## config.mk

```make
export PLATFORM = sky130hd
export DESIGN_NAME = bnn_input_loader
export DESIGN_NICKNAME = d
export VERILOG_FILES = /design/src/rtl/bnn_input_loader.sv
export SDC_FILE = /design/constraint.sdc
export NUM_CORES = 1
export LEC_CHECK = 0
export ABC_CLOCK_PERIOD_IN_PS = 3500
export CAP_MARGIN = 20
export CORE_ASPECT_RATIO = 1.75
export CORE_UTILIZATION = 46
export DETAILED_ROUTE_END_ITERATION = 7
export PLACE_DENSITY_LB_ADDON = 0.12
export SETUP_SLACK_MARGIN = 0.15
export SLEW_MARGIN = 10
export SYNTH_ARGS = -nofsm -noshare
export SYNTH_HDL_FRONTEND = slang
export SYNTH_SLANG_ARGS = --single-unit
```

## constraint.sdc

```tcl
create_clock -name iCLK -period 3.5 [get_ports iCLK]
set_clock_uncertainty 0.2 [all_clocks]
set_input_delay 0.875 -clock iCLK [delete_from_list [all_inputs] [get_ports iCLK]]
set_output_delay 0.875 -clock iCLK [all_outputs]
set_load 0.02 [all_outputs]
```

## src/rtl/bnn_input_loader.sv

```systemverilog
// Streams DEPTH words from memory port B into the BNN core over a valid/ready stream.
// A 2-entry FIFO absorbs the one-cycle read latency so core backpressure never loses or duplicates words.
module bnn_input_loader #(
    parameter int DEPTH     = 48,
    parameter int AW        = 6,
    parameter int DW        = 28,
    parameter int BASE_ADDR = 0
) (
    input  logic          iCLK,
    input  logic          iRSTn,
    input  logic          iCLR,
    input  logic          iSTART,
    output logic [AW-1:0] oADDR,
    output logic          oRd_EN,
    input  logic [DW-1:0] iDATA,
    output logic [DW-1:0] oDATA,
    output logic          oVALID,
    input  logic          iREADY,
    output logic          oLAST,
    output logic          oBUSY,
    output logic          oDONE
);

    localparam int CW = $clog2(DEPTH + 1);

    typedef enum logic [1:0] {
        S_IDLE,
        S_RUN,
        S_DRAIN,
        S_DONE
    } state_t;

    state_t        state_q, state_d;
    logic [CW-1:0] issued_q, issued_d;
    logic [CW-1:0] sent_q, sent_d;
    logic [AW-1:0] addr_q, addr_d;
    logic          inflight_q;
    logic [DW-1:0] fifo_mem [2];
    logic          wr_ptr_q, rd_ptr_q;
    logic [1:0]    occ_q, occ_d;

    logic          rst;
    logic          valid;
    logic          pop;
    logic          push;
    logic          rd_en;
    logic          last_word;
    logic [2:0]    fill;
    logic [AW-1:0] rd_addr;

    assign rst       = !iRSTn || iCLR;
    assign valid     = (occ_q != 2'd0);
    assign pop       = valid && iREADY;
    assign push      = inflight_q;
    // Slots that will be taken once the in-flight read lands, after this cycle's pop.
    assign fill      = {1'b0, occ_q} + {2'b00, inflight_q} - {2'b00, pop};
    assign rd_en     = (state_q == S_RUN) && (issued_q < CW'(DEPTH)) && (fill < 3'd2);
    assign last_word = (sent_q == CW'(DEPTH - 1));
    assign rd_addr   = AW'(BASE_ADDR) + AW'(issued_q);

    assign oADDR  = rd_en ? rd_addr : addr_q;
    assign oRd_EN = rd_en;
    assign oDATA  = valid ? fifo_mem[rd_ptr_q] : '0;
    assign oVALID = valid;
    assign oLAST  = valid && last_word;
    assign oBUSY  = (state_q != S_IDLE);
    assign oDONE  = (state_q == S_DONE);

    always_comb begin
        state_d  = state_q;
        issued_d = issued_q;
        sent_d   = sent_q;
        addr_d   = addr_q;
        occ_d    = occ_q + {1'b0, push} - {1'b0, pop};
        if (pop) begin
            sent_d = sent_q + CW'(1);
        end
        case (state_q)
            S_IDLE: begin
                if (iSTART) begin
                    state_d  = S_RUN;
                    issued_d = '0;
                    sent_d   = '0;
                end
            end
            S_RUN: begin
                if (rd_en) begin
                    issued_d = issued_q + CW'(1);
                    addr_d   = rd_addr;
                    if (issued_q == CW'(DEPTH - 1)) begin
                        state_d = S_DRAIN;
                    end
                end
            end
            S_DRAIN: begin
                if (pop && last_word) begin
                    state_d = S_DONE;
                end
            end
            S_DONE: begin
                state_d = S_IDLE;
            end
            default: begin
                state_d = S_IDLE;
            end
        endcase
    end

    always_ff @(posedge iCLK) begin
        if (rst) begin
            state_q    <= S_IDLE;
            issued_q   <= '0;
            sent_q     <= '0;
            addr_q     <= '0;
            inflight_q <= 1'b0;
            wr_ptr_q   <= 1'b0;
            rd_ptr_q   <= 1'b0;
            occ_q      <= 2'd0;
        end else begin
            state_q    <= state_d;
            issued_q   <= issued_d;
            sent_q     <= sent_d;
            addr_q     <= addr_d;
            inflight_q <= rd_en;
            occ_q      <= occ_d;
            if (push) begin
                wr_ptr_q <= !wr_ptr_q;
            end
            if (pop) begin
                rd_ptr_q <= !rd_ptr_q;
            end
        end
    end

    // Storage carries no reset; occupancy alone decides what is visible.
    always_ff @(posedge iCLK) begin
        if (push && !rst) begin
            fifo_mem[wr_ptr_q] <= iDATA;
        end
    end

endmodule

```

Word level (Yosys, flattened, before mapping)
Memories as Yosys holds them, arrays and structs flattened. A register that Yosys moved wholly into a read port is not among the register bits.
Cells that the tools add are included.
Widths: inputs -> output; s select.
{"block": "word_totals", "out_inout_bits": 39, "ramBits": 56, "n_memories": 1, "regBits": 25, "input_bits": 33, "word_cells": 60}
{"block": "classes", "magnitude_cmp": 2, "n_eq_ne": 9, "mux": 17, "n_reduce_logical": 17, "addsub": 6}
{"memory": "fifo_mem", "words": 2, "word_bits": 28, "rd": 1, "rd_clocked_by_memory_dff": 1, "write_ports": 1, "line": "38", "source": "logic [DW-1:0] fifo_mem [2];"}
{"cell": "$mux 6", "n": 6}
{"cell": "$mux 28", "n": 1}
{"cell": "$add 6x1->6 const B", "n": 2}
{"cell": "$eq 6x6->1 const B", "n": 2}
{"cell": "$pmux 6 s2", "n": 1}
{"cell": "$mux 2", "n": 4}
{"cell": "$pmux 2 s4", "n": 1}
{"cell": "$logic_and 1x1->1", "n": 6}
{"cell": "$lt 6x6->1 const B", "n": 1}
{"cell": "$ne 2x2->1 const B", "n": 3}
{"cell": "$reduce_bool 2->1", "n": 3}
{"cell": "$eq 2x2->1 const B", "n": 2}
{"cell": "$logic_not 1->1", "n": 4}
{"cell": "$mux 1", "n": 4}
{"cell": "$reduce_and 4->1", "n": 1}
{"cell": "$add 2x1->3", "n": 1}
{"cell": "$lt 3x2->1 const B", "n": 1}
{"cell": "$reduce_and 3->1", "n": 1}
{"cell": "$sub 3x1->3", "n": 1}
{"cell": "$add 2x1->2", "n": 1}
{"cell": "$eq 2x1->1 const B", "n": 1}
{"cell": "$logic_not 2->1", "n": 1}
{"cell": "$ne 2x1->1 const B", "n": 1}
{"cell": "$sub 2x1->2", "n": 1}
{"cell": "$logic_or 1x1->1", "n": 1}

Depth between registers and ports, before layout
Gate-level depths: netlist of run 1.
{"block": "logic_depth", "word_depth": 7, "depth_mapped": 12, "depth_no_buf": 12}

Worst setup path after synthesis of run 1
No wires, ideal clock.
{"block": "synth_timing", "kind": "in2out", "start": "input iREADY", "end": "output oADDR[5]", "path_slack_ns": -0.208, "arrival_ns": 2.633, "t_required_ns": 2.425, "path_buffers": 0, "cell_stages": 9, "cell_sequence": "nand2_1 > mux2i_1 > ha_1 > inv_1 > fa_1 > xnor2_2 > nand3_2 > inv_2 > mux2_2"}
{"block": "synth_between", "elab_chain_cells": 5}
{"item": "from (decl)", "line": "18", "source": "input logic iREADY,"}
{"item": "$logic_and 1x1->1", "line": "53", "source": "assign pop = valid && iREADY;"}
{"item": "$sub 3x1->3", "line": "56", "source": "assign fill = {1'b0, occ_q} + {2'b00, inflight_q} - {2'b00, pop};"}
{"item": "$lt 3x2->1", "line": "57", "source": "assign rd_en = (state_q == S_RUN) && (issued_q < CW'(DEPTH)) && (fill < 3'd2);"}
{"item": "$logic_and 1x1->1", "line": "57"}
{"item": "named net oRd_EN", "line": "14", "source": "output logic oRd_EN,"}
{"item": "$mux 6"}
{"item": "to (decl)", "line": "13", "source": "output logic [AW-1:0] oADDR,"}
The timed path passes the listed nets, and every way through them passes these cells.

Worst setup path in the final report of run 1
{"block": "layout_timing", "start": "input iREADY", "end": "output oADDR[5]"}
{"block": "layout_between", "elab_chain_cells": 5}
{"item": "$logic_and 1x1->1", "line": "53"}
{"item": "$sub 3x1->3", "line": "56"}
{"item": "$lt 3x2->1", "line": "57"}
{"item": "$logic_and 1x1->1", "line": "57"}
{"item": "$mux 6"}
Every way passes these cells.

==> results of run 1 <==
-- synthesized netlist by cell type, types with 3 or more instances --
cell type / n / area share (%)
o21ai_0: 6 / 0.88
buf_2: 3 / 0.44
dfxtp_1: 26 / 15
xor2_1: 3 / 0.77
o211ai_1: 3 / 0.66
nand3_1: 6 / 0.88
mux2_4: 4 / 1.8
edfxtp_1: 56 / 49
nand2_1: 11 / 1.2
nor2_1: 41 / 4.5
clkbuf_1: 3 / 0.33
a21oi_1: 5 / 0.73
nand4_1: 3 / 0.55
inv_1: 9 / 0.99
ha_1: 7 / 2.6
mux2i_1: 31 / 9.1
and2_1: 8 / 1.5
-- metal layers --
metal  vias to the layer above  share of wire [%]
li1                       1130                  -
met1                      1141                 35
met2                        71                 56
met3                        21                4.3
met4                         0                4.1
met5                         -                  0
-- cells by family after synthesis --
logic type	after synthesis
multiplexers	37
XOR/XNOR	6
adder cells (fa/ha/maj)	8
flip-flops	82
AND/OR/NAND/NOR	86
buffers and inverters	18
AO/OA/AOI/OAI	23
-- state kept, by name (all words and copies together) (netlist names), named ones only --
signal      cells
occ_q           2
wr_ptr_q        1
fifo_mem       56
rd_ptr_q        1
addr_q          6
sent_q          6
issued_q        6
inflight_q      1
state_q         2
-- final cells by class --
class / count / area [sq um] / share of cell area, %
clock inverters: 3 / 13.8 / 0.292
flip-flops and latches: 82 / 2200 / 46.7
well taps: 86 / 108 / 2.28
inverters: 10 / 40.0 / 0.849
clock buffers: 13 / 260 / 5.52
repair buffers: 95 / 921 / 19.5
multi-input cells: 160 / 1170 / 24.8
-- stage by stage --
step                      setup TNS [ns]  instances  area (sq um)
after floorplan                   -0.271        260          3450
after global placement             -8.36        427          4370
after detailed placement           -9.27        427          4370
after CTS                          -1.16        448          4710
after global routing               -1.58        449          4720
final                              -1.15        449          4720
-- final timing paths --
| kind | to | depth (start not counted) |
|---|---|---|
| setup / recovery | oADDR[5] | 11 |
| hold / removal | sent_q[1]$_SDFF_PP0_ | 2 |
| setup reg to reg | issued_q[2]$_SDFFE_PP0P_ | 13 |
| hold reg to reg | sent_q[1]$_SDFF_PP0_ | 2 |
-- what timing repair did --
item                                    4_1_cts  5_1_grt
hold buffers                                  0        0
setup buffers                                 5        1
resized for setup                            54        0
pin swaps                                     2        0
endpoints found under the setup margin        7        7
-- critical path: stages --
cell and delay, ns:
buf_12 0.09, nand2_8 0.04, mux2i_1 0.14, ha_2 0.20, inv_2 0.04, fa_2 0.53, nand3_2 0.11, buf_6 0.15
inv_4 0.04, mux2_4 0.30, buf_6 0.13
-- power by group --
group / total, mW / switching [mW] / internal (mW)
Sequential: 1.04 / 0.00529 / 1.04
Clock: 0.851 / 0.337 / 0.514
Combinational: 0.124 / 0.0542 / 0.0702
Total: 2.02 / 0.396 / 1.62
==> metrics.md, run 1 <==
| Metric | Value |
|---|---|
| Grt ovf | `0` |
| Number of global-route vias before repair | `about 2300` |
| Yosys warning count | `0` |
| Final HPWL DP | `between 4 and 5 mm` |
| Worst VDD drop | `0.297 mV` |
| Initial antenna violation count | `0` |
| Final period utilization | `106%` |
| Fmax | `270 MHz` |
| Nets | `399` |
| Reg-to-reg slack, setup | `0.77 ns` |
| Commonest non-fill, non-tap cell in the layout | `clkdlybuf4s50_1` |
| Post-synthesis sequential area ratio | `~64%` |
| H-tree depth | `3` |
| Clock transition at path regs | `approximately 0.060 ns` |
| Layout cells sized above 1 | `17.9%` |
| Fill cells | `between 500 and 600` |
| Final Hold Viols | `0` |
| Clk_lat worst skew | `0.33 ns` |
| Cts bufs inserted | `9` |
| Clk root buf | `clkbuf_16` |
| Failing checks | `negative setup slack` |
| Final Util | `65.7%` |
| Hold WC Path Type | `register to register` |
| Power, Total | `2.02 mW` |
| PnR worst setup slack | `-0.205 ns` |
| Post-synthesis mux area share | `approximately 11%` |
| I/O pins | `72` |
| Antenna Nets Post-Route | `0` |
| Row cnt | `between 40 and 50` |
| P per Cell Area | `428 nW/um^2` |
| Status | `complete, but fails checks` |
| Die H | `116 microns` |
| GR peak layer | `met2` |
| Post-synth EDFFs | `56` |
| Synth Area in Adders | `3.14%` |
| P_leak | `1.65 nW` |
| Post-synth top flop | `edfxtp_1` |
| Max FO, Critical Path | `3` |
| Core box area | `7180 sq um` |
| Ys async rst share | `0%` |
| Layout area overhead | `37.7%` |
| Critical path launch point | `iREADY` |
| Met1 GRT Util | `about a fifth` |
| Synth cell types | `43` |
| Antenna Cells | `0` |
| Clock Sinks | `82` |
| Setup CP Type | `primary input to output pin` |
| WL/cell | `15.5 microns` |
| Required @ worst endpoint | `2.42 ns` |
| Min-delay src | `sent_q[1]$_SDFF_PP0_` |
| Largest net degree at the start of global routing | `30` |
| Syn Nets | `roughly 300` |
| Post-Syn Area per Cell | `13.2 sq um` |
| #FFs+latches synth | `just over 80` |
| Via count | `2363` |
| Worst EP arrival | `2.63 ns` |
| Simple-Gate Fraction of Synth Area | `12.3%` |
| Clock Tree Buf Depth | `2` |
| Worst setup EP type | `output pin` |
| Min Tclk post-route | `3.70 ns` |
| FF-to-FF Start | `occ_q[1]$_SDFF_PP0_` |
| Combinational family with the most area after synthesis | `simple AND/OR/NAND/NOR gates` |
| Xor/xnor share of the synthesized area | `1.75%` |
| Max-capacitance violation count | `0` |
| Initial DRC count | `106` |
| Gpl congestion | `0.821` |
| Vias per cell | `5.26` |
| Starting density of the core | `47.7%` |
| # port buffers | `71` |
| GR Util met2 | `about a third` |
| Compound-Gate Fraction of Synth Area | `about 4.6%` |
| Worst slew pin tran | `~0.46 ns` |
| Final setup violation count | `7` |
| Post-Synthesis Cell Area | `3420 sq um` |
| Crit start category | `primary input` |
| Max transition margin | `68.9%` |
| Total GRT Usage | `19.1%` |
| Max-slew violations | `0` |
| DRC viols | `0` |
| Die Footprint | `7810 sq um` |
| Die width | `67.2 microns` |
| Gate Count Post-Synth | `260` |
| Routed WL | `6.94 mm` |
| Pre-antenna DRT Iters | `5` |
| CTS tree | `yes` |
| First-pass GRT wire length | `between 10 and 15 mm` |
| Met3 Resource Use GR | `4.10%` |
| Most frequent cells in the layout | `clkdlybuf4s50_1, edfxtp_1, nor2_1, mux2i_1, dfxtp_1` |
| Worst hold slack | `0.293 ns` |
| RSZ-0062 raised after global routing | `yes` |
| Worst slack at placement | `-1.24 ns` |
No activity file was read; power rests on OpenSTA's default activity.
==> inputs of run 2 (changes only) <==
Settings changed: SETUP_SLACK_MARGIN 0.15 to 0.5.
==> metrics.md, run 2 (synthesized netlist as in run 1, its figures left out) <==
| Metric | Value |
|---|---|
| Crit-path slowest cell | `fa_2` |
| Number of buffer and inverter stages on the critical path | `4 (-1)` |
| Clock transition at path regs | `0.06 ns (about the same)` |
| Final Hold Viols | `0 (unchanged)` |
| Initial antenna violation count | `0 (unchanged)` |
| Comb pwr share | `5.6% (-0.6 points)` |
| Crit start category | `primary input` |
| Failing checks | `negative setup slack` |
| Initial DRC count | `125 (+18%)` |
| DRC viols | `0 (unchanged)` |
| Final HPWL DP | `4.84 mm (-2.5%)` |
| Clock Sinks | `82 (unchanged)` |
| Clock Tree Buf Depth | `2 (unchanged)` |
| Max transition margin | `69.0% (about the same)` |
| Sw Ratio | `19.0% (-0.60 points)` |
| Die H | `116 microns (unchanged)` |
| Antenna Cells | `0 (unchanged)` |
| WL/cell | `15.3 microns (-1.1%)` |
| Required @ worst endpoint | `2.42 ns (about the same)` |
| Row cnt | `41 (unchanged)` |
| Max-slew violations | `0 (unchanged)` |
| Vias per cell | `5.21 (-1.0%)` |
| Layout area overhead | `40.8%` |
| Net Sw Power | `0.410 mW (+3.6%)` |
| First-pass GRT wire length | `10.5 mm (-1.4%)` |
| Min Tclk post-route | `3.77 ns (+0.0683 ns)` |
| Via count | `2370 (+0.30%)` |
| Sequential power share | `48.3% (-3.4 points)` |
| Final setup violation count | `6 (-1)` |
| Cts bufs inserted | `9 (unchanged)` |
| CP peak stage delay | `0.35 ns (-0.18 ns)` |
| Worst VDD drop | `0.383 mV (+29%)` |
| Core box area | `7180 sq um (unchanged)` |
| H-tree depth | `3 (unchanged)` |
| Max-capacitance violation count | `0 (unchanged)` |
| Clk root buf | `clkbuf_16` |
| CP top delay family | `adder cells` |
| Layout cells sized above 1 | `19.5% (+1.6 points)` |
| Largest net degree at the start of global routing | `30 (unchanged)` |
| P_leak | `1.72 nW (+4.2%)` |
| Starting density of the core | `47.7% (unchanged)` |
| Routed WL | `6.96 mm (+0.17%)` |
| Max reg flops | `56 (unchanged)` |
| Worst-path cell chain | `buf_8, nand2_8, mux2i_1, ha_2, inv_2, fa_2, xnor2_2, nand3_2, buf_12, mux2_4, buf_6` |
| PnR worst setup slack | `-0.273 ns (-0.0683 ns)` |
| Nets | `405 (+1.5%)` |
| Die Footprint | `7810 sq um (unchanged)` |
| Worst hold slack | `0.286 ns (-0.00748 ns)` |
| Antenna Nets Post-Route | `0 (unchanged)` |
| Die width | `67.2 microns (unchanged)` |
| Max FO, Critical Path | `6 (+3)` |
| I/O pins | `72 (unchanged)` |
| Worst EP arrival | `2.70 ns (+0.07 ns)` |
| Commonest non-fill, non-tap cell in the layout | `clkdlybuf4s50_1` |
| Grt ovf | `0 (unchanged)` |
| Reg with most FFs | `fifo_mem` |
| Hold buffers post-CTS | `0 (unchanged)` |
| Worst slew pin tran | `0.463 ns (-0.000990 ns)` |
| Pre-antenna DRT Iters | `4 (-1)` |
| CTS tree | `yes` |
| Clk_lat worst skew | `0.32 ns (about the same)` |
| Hold WC Path Type | `register to register` |
| Final period utilization | `108% (+2.0 points)` |
| Clk pwr share | `46.0% (+3.9 points)` |
| RSZ-0062 raised after global routing | `yes` |
| Setup CP Type | `primary input to output pin` |
| Most frequent cells in the layout | `clkdlybuf4s50_1, edfxtp_1, nor2_1, mux2i_1, buf_4` |
| Gpl congestion | `0.801 (-2.4%)` |
| Status | `complete, but fails checks` |
| P per Cell Area | `447 nW/um^2 (+4.5%)` |
| Worst slack at placement | `-1.25 ns (-0.0156 ns)` |
| Number of global-route vias before repair | `2268 (+0.67%)` |
| Worst setup EP type | `output pin` |
| Internal power | `1.75 mW (+7.7%)` |
| Total GRT Usage | `19.0% (-0.045 points)` |
| # port buffers | `71 (unchanged)` |
| Fmax | `265 MHz (-1.8%)` |
-- run 2: cell count changes in the layout (fill, tap and decap cells not counted), sizes merged --
cell,before,now
clkinvlp,0,2
clkbuf,13,11
clkdlybuf4s50,63,60
buf,32,38
bufinv,0,2
dlygate4sd2,0,3
clkinv,3,1
-- run 2: routing by layer --
metal / global-route usage [%] / share of wire, % / up-vias
li1: - / - / 1148
met3: 3.61 / 3.2 / 12
met2: 35.7 / 58 / 53
met5: 0 / 0 / -
met1: 18.2 / 35 / 1157
met4: 11.6 / 3.2 / 0
-- run 2: final timing paths --
kind | from | to | slack [ns] | depth (start not counted)
max reg2reg | occ_q[1]$_SDFF_PP0_ | issued_q[5]$_SDFFE_PP0P_ | 0.78 | 13
max | iREADY | oADDR[0] | -0.27 | 11
min reg2reg | sent_q[1]$_SDFF_PP0_ | sent_q[1]$_SDFF_PP0_ | 0.29 | 2
min | sent_q[1]$_SDFF_PP0_ | sent_q[1]$_SDFF_PP0_ | 0.29 | 2
-- run 2: what timing repair did --
| item | in CTS | in global routing |
|---|---|---|
| setup buffers | 3 | 9 |
| pin swaps | 3 | 4 |
| resized for setup | 56 | 0 |
| endpoints found under the setup margin | 40 | 9 |
-- run 2: power groups by stage --
stage / registers [mW] / logic (mW) / clock network (mW)
final: 1.04 / 0.122 / 0.993
after global routing: 1.04 / 0.130 / 1.05
after CTS: 1.04 / 0.122 / 1.01
after detailed placement: 1.07 / 0.117 / 0
after global placement: 1.07 / 0.116 / 0
after floorplan: 1.06 / 0.0462 / 0
-- run 2: stage by stage --
stage          cell area (sq um)  power, mW  TNS (ns)  instances  utilization, %
4_1_cts                     4760       2.18     -1.73        446            66.2
3_5_place_dp                4390       1.18     -9.86        427            61.1
5_1_grt                     4820       2.23     -2.32        455            67.2
3_3_place_gp                4390       1.18     -8.99        427            61.1
2_1_floorplan               3450       1.11    -0.271        260               -
6_report                    4820       2.16     -1.53        455            67.2
-- run 2: layout make-up --
| type | instances | area (sq um) |
|---|---|---|
| repair buffers | 101 | 975 |
| fillers | 566 | 2360 |
| clock buffers | 11 | 243 |
| inverters | 10 | 40.0 |
| multi-input cells | 160 | 1170 |
| clock inverters | 5 | 78.8 |
| flip-flops and latches | 82 | 2210 |
| well taps | 86 | 108 |
-- run 2: worst register-to-register path, stage by stage (launching register included) --
cell	delay, ns
dfxtp_1	0.34
nor2_2	0.05
inv_1	0.15
nand2_8	0.06
mux2i_1	0.13
ha_2	0.19
inv_2	0.04
fa_2	0.35
xnor2_2	0.21
nand3_2	0.15
buf_12	0.18
buf_4	0.15
nor4_2	0.26
o221a_1	0.20
